### config.mk
export PLATFORM = sky130hd
export DESIGN_NAME = vid_timing_gen
export DESIGN_NICKNAME = d
export VERILOG_FILES = /design/src/rtl/vid_pkg.sv /design/src/rtl/vid_axis_cnt.sv /design/src/rtl/vid_timing_gen.sv
export SDC_FILE = /design/constraint.sdc
export NUM_CORES = 1
export LEC_CHECK = 0
export ABC_CLOCK_PERIOD_IN_PS = 4300
export CAP_MARGIN = 20
export CORE_MARGIN = 5
export CORE_UTILIZATION = 49
export CTS_CLUSTER_SIZE = 30
export DETAILED_ROUTE_END_ITERATION = 16
export PLACE_DENSITY = 0.78
export SLEW_MARGIN = 5
export SYNTH_ARGS = -nofsm -noshare
export SYNTH_HDL_FRONTEND = slang
export SYNTH_HIERARCHICAL = 1
export SYNTH_SLANG_ARGS = --single-unit
export TNS_END_PERCENT = 10
### constraint.sdc
create_clock -name clk -period 4.3 [get_ports clk]
set_input_delay 1.075 -clock clk [delete_from_list [all_inputs] [get_ports clk]]
set_output_delay 1.075 -clock clk [all_outputs]
set_load 0.02 [all_outputs]
### src/rtl/vid_pkg.sv
// Purpose: shared types and constants for the raster timing generator.
// Contents: counter/divider widths, vclk source encodings, register field groups.
// Used by: vid_axis_cnt, vid_timing_gen.
package vid_pkg;

  localparam int CW   = 13;
  localparam int DIVW = 6;

  localparam logic [1:0] VCLK_LINE = 2'b00;
  localparam logic [1:0] VCLK_EXT  = 2'b01;

  typedef struct packed {
    logic            en;
    logic [DIVW-1:0] pcnt;
    logic [1:0]      vclk;
  } cr_t;

  typedef struct packed {
    logic [CW-1:0] hend;
    logic [CW-1:0] hsize;
  } h1_t;

  typedef struct packed {
    logic [CW-1:0] hss;
    logic [CW-1:0] hse;
  } h2_t;

  typedef struct packed {
    logic [CW-1:0] vend;
    logic [CW-1:0] vsize;
  } v1_t;

  typedef struct packed {
    logic [CW-1:0] vss;
    logic [CW-1:0] vse;
  } v2_t;

endpackage

### src/rtl/vid_axis_cnt.sv
// Purpose: one raster axis (h or v): position counter plus registered blank/sync decode.
// Ports: clk/reset, clr (hold at 0, force decode to idle), adv/limit (step and wrap point),
//        size/ss/se (decode thresholds), cnt (live counter), pos/blank/sync (registered), wrap.
module vid_axis_cnt
  import vid_pkg::*;
(
  input  logic          clk,
  input  logic          reset,
  input  logic          clr,
  input  logic          adv,
  input  logic [CW-1:0] limit,
  input  logic [CW-1:0] size,
  input  logic [CW-1:0] ss,
  input  logic [CW-1:0] se,
  output logic [CW-1:0] cnt,
  output logic [CW-1:0] pos,
  output logic          blank,
  output logic          sync,
  output logic          wrap
);

  logic [CW-1:0] cnt_q, cnt_d;
  logic [CW-1:0] pos_q, pos_d;
  logic          blank_q, blank_d;
  logic          sync_q, sync_d;

  always_comb begin
    wrap    = adv && (cnt_q == limit);
    cnt_d   = cnt_q;
    if (clr)
      cnt_d = '0;
    else if (adv)
      cnt_d = wrap ? '0 : cnt_q + 1'b1;
    // Decode samples the pre-advance count so the strobes describe the position
    // that was current when the pixel tick fired.
    pos_d   = cnt_q;
    blank_d = (cnt_q >= size);
    sync_d  = (cnt_q >= ss) && (cnt_q < se);
    if (clr) begin
      pos_d   = '0;
      blank_d = 1'b1;
      sync_d  = 1'b0;
    end
  end

  always_ff @(posedge clk) begin
    if (reset) begin
      cnt_q   <= '0;
      pos_q   <= '0;
      blank_q <= 1'b1;
      sync_q  <= 1'b0;
    end else begin
      cnt_q   <= cnt_d;
      pos_q   <= pos_d;
      blank_q <= blank_d;
      sync_q  <= sync_d;
    end
  end

  assign cnt   = cnt_q;
  assign pos   = pos_q;
  assign blank = blank_q;
  assign sync  = sync_q;

endmodule

### src/rtl/vid_timing_gen.sv
// Purpose: raster timing generator: pixel divider, config shadow, h/v counters, sync/blank strobes.
// Ports: clk/reset, CR fields (en, pcnt, vclk), ext_vtick, H1/H2/V1/V2 fields in;
//        pix_tick, hcnt/vcnt, pix_valid, line_start, frame_start, hsync/hblank, vsync/vblank out.
module vid_timing_gen
  import vid_pkg::*;
(
  input  logic            clk,
  input  logic            reset,
  input  logic            en,
  input  logic [DIVW-1:0] pcnt,
  input  logic [1:0]      vclk,
  input  logic            ext_vtick,
  input  logic [CW-1:0]   hend,
  input  logic [CW-1:0]   hsize,
  input  logic [CW-1:0]   hss,
  input  logic [CW-1:0]   hse,
  input  logic [CW-1:0]   vend,
  input  logic [CW-1:0]   vsize,
  input  logic [CW-1:0]   vss,
  input  logic [CW-1:0]   vse,
  output logic            pix_tick,
  output logic [CW-1:0]   hcnt,
  output logic [CW-1:0]   vcnt,
  output logic            pix_valid,
  output logic            line_start,
  output logic            frame_start,
  output logic            hsync,
  output logic            hblank,
  output logic            vsync,
  output logic            vblank
);

  logic [DIVW-1:0] div_q, div_d;
  logic            en_q, en_d;
  logic            pix_tick_q, pix_tick_d;
  h1_t             h1_q, h1_d;
  h2_t             h2_q, h2_d;
  v1_t             v1_q, v1_d;
  v2_t             v2_q, v2_d;

  logic load, run, tick, v_adv, h_wrap, v_wrap;
  logic [CW-1:0] h_cnt_live, v_cnt_live;

  always_comb begin
    // The enable-rise cycle only loads the shadow; ticking starts the clock after,
    // so the first pixel already sees the freshly captured geometry.
    load  = en && !en_q;
    run   = en && !en_q ? 1'b0 : en;
    tick  = run && (div_q == pcnt);
    v_adv = (vclk == VCLK_EXT) ? (run && ext_vtick) : h_wrap;

    en_d  = en;
    div_d = div_q + 1'b1;
    if (!run || tick || (div_q > pcnt))
      div_d = '0;

    pix_tick_d = tick;

    h1_d = h1_q;
    h2_d = h2_q;
    v1_d = v1_q;
    v2_d = v2_q;
    if (load || (h_wrap && v_wrap)) begin
      h1_d = '{hend: hend, hsize: hsize};
      h2_d = '{hss: hss, hse: hse};
      v1_d = '{vend: vend, vsize: vsize};
      v2_d = '{vss: vss, vse: vse};
    end
  end

  always_ff @(posedge clk) begin
    if (reset) begin
      div_q      <= '0;
      en_q       <= 1'b0;
      pix_tick_q <= 1'b0;
      h1_q       <= '0;
      h2_q       <= '0;
      v1_q       <= '0;
      v2_q       <= '0;
    end else begin
      div_q      <= div_d;
      en_q       <= en_d;
      pix_tick_q <= pix_tick_d;
      h1_q       <= h1_d;
      h2_q       <= h2_d;
      v1_q       <= v1_d;
      v2_q       <= v2_d;
    end
  end

  vid_axis_cnt u_h (
    .clk   (clk),
    .reset (reset),
    .clr   (!en),
    .adv   (tick),
    .limit (h1_q.hend),
    .size  (h1_q.hsize),
    .ss    (h2_q.hss),
    .se    (h2_q.hse),
    .cnt   (h_cnt_live),
    .pos   (hcnt),
    .blank (hblank),
    .sync  (hsync),
    .wrap  (h_wrap)
  );

  vid_axis_cnt u_v (
    .clk   (clk),
    .reset (reset),
    .clr   (!en),
    .adv   (v_adv),
    .limit (v1_q.vend),
    .size  (v1_q.vsize),
    .ss    (v2_q.vss),
    .se    (v2_q.vse),
    .cnt   (v_cnt_live),
    .pos   (vcnt),
    .blank (vblank),
    .sync  (vsync),
    .wrap  (v_wrap)
  );

  // Pulses are built from registered state, so they line up with hcnt/vcnt and the strobes.
  assign pix_tick    = pix_tick_q;
  assign pix_valid   = pix_tick_q && !hblank && !vblank;
  assign line_start  = pix_tick_q && (hcnt == '0);
  assign frame_start = line_start && (vcnt == '0);

  logic unused_live;
  assign unused_live = ^{h_cnt_live, v_cnt_live};

endmodule

# == Word-level counts from Yosys, hierarchy flattened ==
# Cells that the tools add are included.
# totals
elab_cells,61
inputBits,116
reg_bits,168
output_inout_bits,34
# classes
addsub,3
n_bitwise,1
eq_ne,4
magnitude_cmp,7
reduce_logical,23
n_mux,4
# ops
operator,count
greater-or-equal comparator 13 bit,4
adder 13 x 1 -> 13 bit (second input constant),2
equality test 13 bit,2
zero test 13 bit,2
less-than comparator 13 bit,2
2-to-1 mux 13 bit,2
logical AND 1 bit,12
adder 6 x 1 -> 6 bit (second input constant),1
equality test 6 bit,1
greater-than comparator 6 bit,1
zero test 1 bit,4
OR reduction 2 bit,2
logical OR 1 bit,3
equality test 2 x 1 -> 1 bit (second input constant),1
2-to-1 mux 1 bit,2
NOT 1 bit,1

# == Longest topological paths before layout ==
# Gate-level depths: netlist (run 1).
# logic_depth
ltp_word,9
mapped_depth,20
mapped_depth_nobuf,14

# == Cells and area by module ==
# Netlist (run 1), hierarchy kept.
# modules_own_cells
module,n_inst,area_per_inst_um2,cells_per_inst,seq_area_each_um2
vid_timing_gen,1,4839.6,540,2242.2
vid_axis_cnt (u_h),1,2023.2,242,560.5
vid_axis_cnt (u_v),1,2016.9,241,560.5

# == Worst setup path after synthesis (run 1) ==
# No wires, ideal clock.
# synth_timing
kind,in2reg
startpoint,in pcnt[5]
endpoint,reg h2_q[0] in the netlist's numbering
path_stages,19
setup_time_ns,0.070
setup_slack_ns,0.127
n_path_buf,5
arrival_ns,4.102
path_cell_list,inv_1 ha_1 nand4_1 nor3_1 clkbuf_2 nand2_1 or4_4 inv_1 a22o_1 clkbuf_2 nand2_1 or4_4 inv_1 and2_4 buf_6 buf_6 clkbuf_1 o21ai_0 a21oi_1
# synth_between
elab_chain_cells,7
# synth_rtl
item,line_no,rtl
"start, declared",vid_timing_gen.sv:10,"input logic [DIVW-1:0] pcnt,"
equality test 6 bit,vid_timing_gen.sv:49,tick = run && (div_q == pcnt);
logical AND 1 bit,vid_timing_gen.sv:49,
named net pix_tick_d,vid_timing_gen.sv:35,"logic pix_tick_q, pix_tick_d;"
logical AND 1 bit,vid_axis_cnt.sv:28,wrap = adv && (cnt_q == limit);
named net h_wrap,vid_timing_gen.sv:41,"logic load, run, tick, v_adv, h_wrap, v_wrap;"
2-to-1 mux 1 bit,vid_timing_gen.sv:50,v_adv = (vclk == VCLK_EXT) ? (run && ext_vtick) : h_wrap;
named net v_adv,vid_timing_gen.sv:41,
logical AND 1 bit,vid_axis_cnt.sv:28,
named net v_wrap,vid_timing_gen.sv:41,
logical AND 1 bit,vid_timing_gen.sv:63,if (load || (h_wrap && v_wrap)) begin
logical OR 1 bit,vid_timing_gen.sv:63,
"end signal, assigned",vid_timing_gen.sv:77,h2_q <= '0;
"end signal, assigned",vid_timing_gen.sv:85,h2_q <= h2_d;
"end, declared",vid_timing_gen.sv:37,"h2_t h2_q, h2_d;"
# The timed path passes the listed nets, and every way through them passes these cells.
# A chain may end at the register's enable or synchronous reset.

# == Final worst setup path (run 1) ==
# layout_timing
startpoint,in pcnt[3]
endpoint,reg v2_q[7] in the netlist's numbering
# layout_between
elab_chain_cells,7
# layout_rtl
item,line_no,rtl
equality test 6 bit,vid_timing_gen.sv:49,
logical AND 1 bit,vid_timing_gen.sv:49,
named net pix_tick_d,vid_timing_gen.sv:35,
logical AND 1 bit,vid_axis_cnt.sv:28,
named net h_wrap,vid_timing_gen.sv:41,
2-to-1 mux 1 bit,vid_timing_gen.sv:50,
named net v_adv,vid_timing_gen.sv:41,
logical AND 1 bit,vid_axis_cnt.sv:28,
named net v_wrap,vid_timing_gen.sv:41,
logical AND 1 bit,vid_timing_gen.sv:63,
logical OR 1 bit,vid_timing_gen.sv:63,
"end signal, assigned",vid_timing_gen.sv:87,v2_q <= v2_d;
"end, declared",vid_timing_gen.sv:39,"v2_t v2_q, v2_d;"
# The timed path passes the listed nets, and every way through them passes these cells.

==> results_dict.tcl, run 1 <==
set metrics [dict create \
    cts_tree "yes" \
    track_usage_pct 22.8 \
    syn_inst 1023 \
    p_int_w 0.00273 \
    mostFrequentLayoutCells "dfxtp_1 (168), clkdlybuf4s50_1 (148), a21oi_1 (129), o21ai_0 (118), or3b_1 (96)" \
    syn_area_um2 8880 \
    setup_viol 0 \
    drtIter0Drc 588 \
    yosys-top-cells-area "dfxtp_1 (38%), ha_1 (12%), or3b_1 (9.5%)" \
    fmax_ghz 0.245 \
    drcViolationCount 0 \
    end_kind "register" \
    slowest_stage "clkdlybuf4s50_1" \
    crit_chain "clkdlybuf4s50_1, inv_1, ha_1, nand4_1, nor3_1, buf_4, nand2_1, or4_4, inv_1, a22o_1, nand2_1, or4_4, inv_1, and2_4, buf_4, o21ai_0, a21oi_1" \
    crit_required_ps 4660 \
    reg2reg_from "u_h/cnt[9]" \
    period_minus_slack_ps 4080 \
    antenna-diode-count 0 \
    clockRootBuffer "clkbuf_16" \
    synth_top_area_cell "dfxtp_1" \
    worst_slew_pin_slew_ps 836 \
    holdWs_ps 494 \
    peakVddDrop_v 0.000279 \
    portBuffers 149 \
    numCtsBuffers 17 \
    start_kind "input pin" \
    finish.net_count 1349 \
    dp_hpwl_um 16200 \
    p_seq_share_pct 45.5 \
    htreeDepth 4 \
    maxSlewViolCount 0 \
    dr.pass1.iters 5 \
    cts_setup_buffers 0 \
    wl_um 23700 \
    post-route-period-util_pct 94.8 \
    dr_total_vias 7738 \
    ys_seq_elements 168 \
    final_common_cell "dfxtp_1" \
    maxSlewHeadroom_pct 44.2 \
    status "finished clean" \
    grt_max_degree 119 \
    power_frac_clock_pct 43.7 \
    rows 49 \
    place_area_um2 10600 \
    path_class "input pin to register" \
    fp.dieH_um 145 \
    cts_sinks 168 \
    wire_per_inst_um 17.1 \
    drt.antenna.violating_nets 0 \
    hp-start "div_q[0]" \
    ys_types 46 \
    crit_path_frequent_cell "inv_1" \
    crit_family "simple AND/OR/NAND/NOR gates" \
    dieArea_um2 20900 \
    fin_skew_ps 12.3 \
    path_buf_inv 6 \
    combinationalPowerShare_pct 10.8 \
    cts_resized 0 \
    syn_avg_cell_area_um2 8.68 \
    cp_max_fo 27 \
    n_fill_cell 1525 \
    initial_utilization_pct 49.6 \
    layout-drive-gt1-share_pct 6.46 \
    yosys_warnings 6 \
    async_reset_ff_share_pct 0 \
    max_cap_viol_count 0 \
    clkLatencyLatePin_ps 440 \
    syn_to_final_growth_pct 25.9 \
    grt_pass1_wl_um 37800 \
    overflow 0 \
    synthFlopType "dfxtp_1" \
    synth_edf_count 0 \
    via_per_inst 5.57 \
    synth_top_area_share_pct 37.9 \
    clk_pin_slew_ps 70 \
    gp_congestion 0.851 \
    final_area_um2 11200 \
    antenna_found_initial 1 \
    clockBufferDepth 2 \
    finalHoldViolCount 0 \
    p_leak_nw 4.21 \
    hold_class "register to register" \
    yosysSeqAreaShare_pct 37.9 \
    io_pins 150 \
    crit_arrival_ps 4440 \
    rrSetupSlack_ps 920 \
    power.switching_w 0.000894 \
    power_density_nw_per_um2 324 \
    grt_pass1_vias 7429 \
    sw_frac_of_total_pct 24.7 \
    max_stage_delay_ps 460 \
    critPathLaunch "pcnt[3]" \
    core_area_um2 17900 \
    holdBufCountCts 0 \
    die_w_um 145 \
    rsz0062_at_grt "false" \
    syn_nets 1224 \
]
[Yosys cell counts, types with 3 or more instances]
library cell  number
and2_1            18
a21oi_1          129
and4_1             3
nand2b_1           5
or3b_1            96
nor2b_1            5
a221oi_1           3
nand3_1            8
nor3_1            12
a2111oi_0          5
xor2_1            12
nor4_1            11
inv_1             90
buf_2              3
xnor2_1           38
a21o_1            10
nand4_1           28
buf_6              9
nor2_1            40
ha_1              85
or3b_2             8
dfxtp_1          168
nand2_1           36
clkbuf_1          52
o21ai_0          118
[cell families (layout without fill, tap and decap cells)]
logic type,Yosys count,in the layout,synth area share [%]
compound gates,277,277,16.7
xor+xnor,50,50,4.93
fa+ha+maj,85,85,12.0
buf+inv,156,294,7.43
flops,168,168,37.9
simple gates,287,287,21.1
[area by class of cell]
type,instances,area [µm²],share of cell area (%)
sequential,168,3360,30.1
clock buffer,19,453,4.05
tap,229,287,2.56
inverter,90,338,3.02
timing repair buffer,172,1710,15.3
multi-input combinational,699,4860,43.5
clock inverter,13,159,1.42
[power by group through the flow]
stage               registers [W]  logic (W)  clock network (W)
floorplan                 0.00167   0.000218                  0
global placement          0.00168   0.000378                  0
detailed placement        0.00168   0.000385                  0
CTS                       0.00165   0.000392            0.00160
global route              0.00165   0.000435            0.00168
finish                    0.00165   0.000391            0.00158
[per-stage QoR]
| stage | utilization [%] | power, W | TNS [ps] | cells | setup slack (ps) |
|---|---|---|---|---|---|
| after floorplan | - | 0.00189 | 0 | 1023 | 127 |
| after global placement | 59.0 | 0.00206 | -4100 | 1358 | -114 |
| after detailed placement | 59.0 | 0.00206 | -12050 | 1358 | -196 |
| after CTS | 62.4 | 0.00364 | 0 | 1390 | 237 |
| after global routing | 62.4 | 0.00377 | 0 | 1390 | 6.69 |
| final | 62.4 | 0.00362 | 0 | 1390 | 222 |
[metal layers]
| layer | global-route usage, % | part of all wire [%] | routed length, µm |
|---|---|---|---|
| met4 | 10.7 | 3.7 | 875 |
| met1 | 29.3 | 43 | 10200 |
| met2 | 37.0 | 47 | 11200 |
| met3 | 4.50 | 6.3 | 1500 |
| met5 | 0 | 0.055 | 13 |
[registers in the layout (all words and copies together), names as in the netlist]
| register | count |
|---|---|
| h1_q | 26 |
| h2_q | 26 |
| v1_q | 26 |
| v2_q | 26 |
| u_h/cnt | 13 |
| u_h/pos | 13 |
| u_v/cnt | 13 |
| u_v/pos | 13 |
| div_q | 6 |
| en_q | 1 |
| pix_tick | 1 |
| u_h/blank | 1 |
| u_h/sync | 1 |
| u_v/blank | 1 |
| u_v/sync | 1 |
[worst paths after layout]
kind / cells past startpoint / to
worst min register to register: 1 / div_q[0]
worst max-delay path: 17 / v2_q[7]
worst min-delay path: 1 / div_q[0]
worst max register to register: 12 / v2_q[7]
[worst register-to-register path, cell delays in order (launching register included)]
cell and delay, ps:
dfxtp_1 610, xnor2_1 220, nand4_1 240, or4_4 590, inv_1 80, a22o_1 160, nand2_1 70, or4_4 430
inv_1 80, and2_4 240, buf_4 270, o21ai_0 150, a21oi_1 160
No activity file was read; power rests on OpenSTA's default activity.
==> inputs of run 2 (changes only) <==
--- a/config.mk
+++ b/config.mk
@@ -5,13 +5,13 @@
 export SDC_FILE = /design/constraint.sdc
 export NUM_CORES = 1
 export LEC_CHECK = 0
-export ABC_CLOCK_PERIOD_IN_PS = 4300
+export ABC_CLOCK_PERIOD_IN_PS = 4770
 export CAP_MARGIN = 20
 export CORE_MARGIN = 5
-export CORE_UTILIZATION = 49
+export CORE_UTILIZATION = 58
 export CTS_CLUSTER_SIZE = 30
 export DETAILED_ROUTE_END_ITERATION = 16
-export PLACE_DENSITY = 0.78
+export PLACE_DENSITY_LB_ADDON = 0.2
 export SLEW_MARGIN = 5
 export SYNTH_ARGS = -nofsm -noshare
 export SYNTH_HDL_FRONTEND = slang
==> constraint.sdc (replaced) <==
create_clock -name clk -period 4.77 [get_ports clk]
set_input_delay 1.1925 -clock clk [delete_from_list [all_inputs] [get_ports clk]]
set_output_delay 1.1925 -clock clk [all_outputs]
set_load 0.02 [all_outputs]
==> results_dict.tcl, run 2 (same netlist as run 1, synthesis figures left out) <==
set metrics [dict create \
    fin_setup_tns_ps 0 \
    clockBufferDepth 2 \
    via_per_inst 5.73 \
    syn_to_final_growth_pct 25.3 \
    status "finished clean" \
    crit_chain "clkdlybuf4s50_1, inv_1, ha_1, nand4_1, nor3_1, buf_4, nand2_1, or4_4, inv_1, a22o_1, nand2_1, or4_4, inv_1, and2_4, buf_12, o21ai_0, a21oi_1" \
    grtUsageMet3_pct 5.32 \
    dieArea_um2 17900 \
    cts_setup_buffers 0 \
    overflow 0 \
    power_frac_clock_pct 44.0 \
    grt_pass1_wl_um 37400 \
    grt_max_degree 73 \
    n_fill_cell 1140 \
    crit_path_frequent_cell "inv_1" \
    multi_input_area_um2 4860 \
    drtIter0Drc 587 \
    final_common_cell "dfxtp_1" \
    end_kind "register" \
    grtUsageMet1_pct 32.3 \
    path_buf_inv 6 \
    antenna-diode-count 0 \
    finish.net_count 1346 \
    rsz0062_at_grt "false" \
    power_density_nw_per_um2 294 \
    fmax_ghz 0.234 \
    wire_per_inst_um 17.2 \
    clkLatencyLatePin_ps 430 \
    numCtsBuffers 17 \
    layout-drive-gt1-share_pct 6.22 \
    p_seq_share_pct 45.3 \
    start_kind "input pin" \
    path_class "input pin to register" \
    fp.dieH_um 134 \
    drcViolationCount 0 \
    portBuffers 149 \
    dp_hpwl_um 16300 \
    initial_utilization_pct 58.8 \
    cts_tree "yes" \
    regArea_um2 3360 \
    max_stage_delay_ps 450 \
    die_w_um 134 \
    cts_sinks 168 \
    busiest_layer "met2" \
    track_usage_pct 25.9 \
    final_util_pct 73.7 \
    gr-usage-met2_pct 43.4 \
    max_cap_viol_count 0 \
    dr.pass1.iters 5 \
    drt.antenna.violating_nets 0 \
    gp_congestion 0.873 \
    clockRootBuffer "clkbuf_16" \
    core_area_um2 15100 \
    sw_frac_of_total_pct 23.1 \
    post-route-period-util_pct 89.5 \
    power.switching_w 0.000757 \
    peakVddDrop_v 0.000312 \
    hold_class "register to register" \
    maxSlewViolCount 0 \
    cts_resized 0 \
    slowest_stage "clkdlybuf4s50_1" \
    wl_um 23200 \
    rows 45 \
    crit_required_ps 5120 \
    crit_arrival_ps 4620 \
    worst_slew_pin_slew_ps 834 \
    grt_pass1_vias 7382 \
    mostFrequentLayoutCells "dfxtp_1 (168), clkdlybuf4s50_1 (148), a21oi_1 (129), o21ai_0 (118), or3b_1 (96)" \
    dr_total_vias 7708 \
    crit_family "simple AND/OR/NAND/NOR gates" \
    setup_viol 0 \
    cp_max_fo 44 \
    p_leak_nw 4.20 \
    p_int_w 0.00252 \
    antenna_found_initial 0 \
    finalHoldViolCount 0 \
    combinationalPowerShare_pct 10.7 \
    maxSlewHeadroom_pct 44.2 \
    holdBufCountCts 0 \
    fin_skew_ps 7.47 \
    clk_pin_slew_ps 60 \
    io_pins 150 \
    htreeDepth 4 \
    period_minus_slack_ps 4270 \
]
[run 2: cell count changes in the layout (fill, tap and decap cells not counted), sizes merged]
cell	previous run	this run
clkinv	3	5
inv	96	90
clkinvlp	2	3
bufinv	2	3
clkbuf	19	21
buf	24	21
[run 2: worst paths after layout]
path            start        to  slack (ps)  cells after the start
min reg2reg  div_q[0]  div_q[0]         500                      1
min          div_q[0]  div_q[0]         500                      1
max reg2reg  div_q[3]  h1_q[11]        1430                     15
max           pcnt[5]  h1_q[11]         500                     17
[run 2: area by class of cell]
type | instances | area share (%)
flip-flops and latches | 168 | 30.2
multi-input cells | 699 | 43.7
clock buffers | 21 | 4.32
clock inverters | 11 | 1.30
inverters | 90 | 3.04
well taps | 188 | 2.11
repair buffers | 169 | 15.3
[run 2: worst reg2reg max path, stage by stage (launching register included)]
cell and delay (ps):
dfxtp_1 350, ha_1 310, nand4_1 120, nor3_1 200, buf_4 200, nand2_1 60
or4_4 420, inv_1 90, a22o_1 150, nand2_1 50, or4_4 420, inv_1 70
and2_4 290, buf_12 230, o21ai_0 150, a21oi_1 190
[run 2: metrics by stage]
step	power, W	std cells	hold slack, ps	cell area, µm²	setup slack [ps]
4_1_cts	0.00330	1346	506	11100	534
5_1_grt	0.00340	1346	551	11100	243
3_3_place_gp	0.00185	1314	481	10500	187
3_5_place_dp	0.00186	1314	497	10500	117
6_report	0.00328	1346	504	11100	503
2_1_floorplan	0.00170	1023	455	8880	480
[run 2: metal layers]
layer | share of wire, % | up-vias | wire length, µm
met5 | 0 | - | 0
met4 | 3.5 | 0 | 815
met3 | 5.6 | 61 | 1290
met2 | 48 | 238 | 11100
met1 | 43 | 3557 | 9990
li1 | - | 3852 | -
[run 2: power by group through the flow]
stage               sequential (W)  combinational, W  clock, W
global placement           0.00151          0.000339         0
global route               0.00149          0.000388   0.00152
finish                     0.00148          0.000350   0.00144
detailed placement         0.00151          0.000345         0
floorplan                  0.00151          0.000197         0
CTS                        0.00148          0.000350   0.00146
==> inputs of run 3 (changes only) <==
--- a/config.mk
+++ b/config.mk
@@ -5,7 +5,6 @@
 export SDC_FILE = /design/constraint.sdc
 export NUM_CORES = 1
 export LEC_CHECK = 0
-export ABC_CLOCK_PERIOD_IN_PS = 4770
 export CAP_MARGIN = 20
 export CORE_MARGIN = 5
 export CORE_UTILIZATION = 58
==> results of run 3 <==
No change in the layout: final DEF, timing and power equal those of run 2.
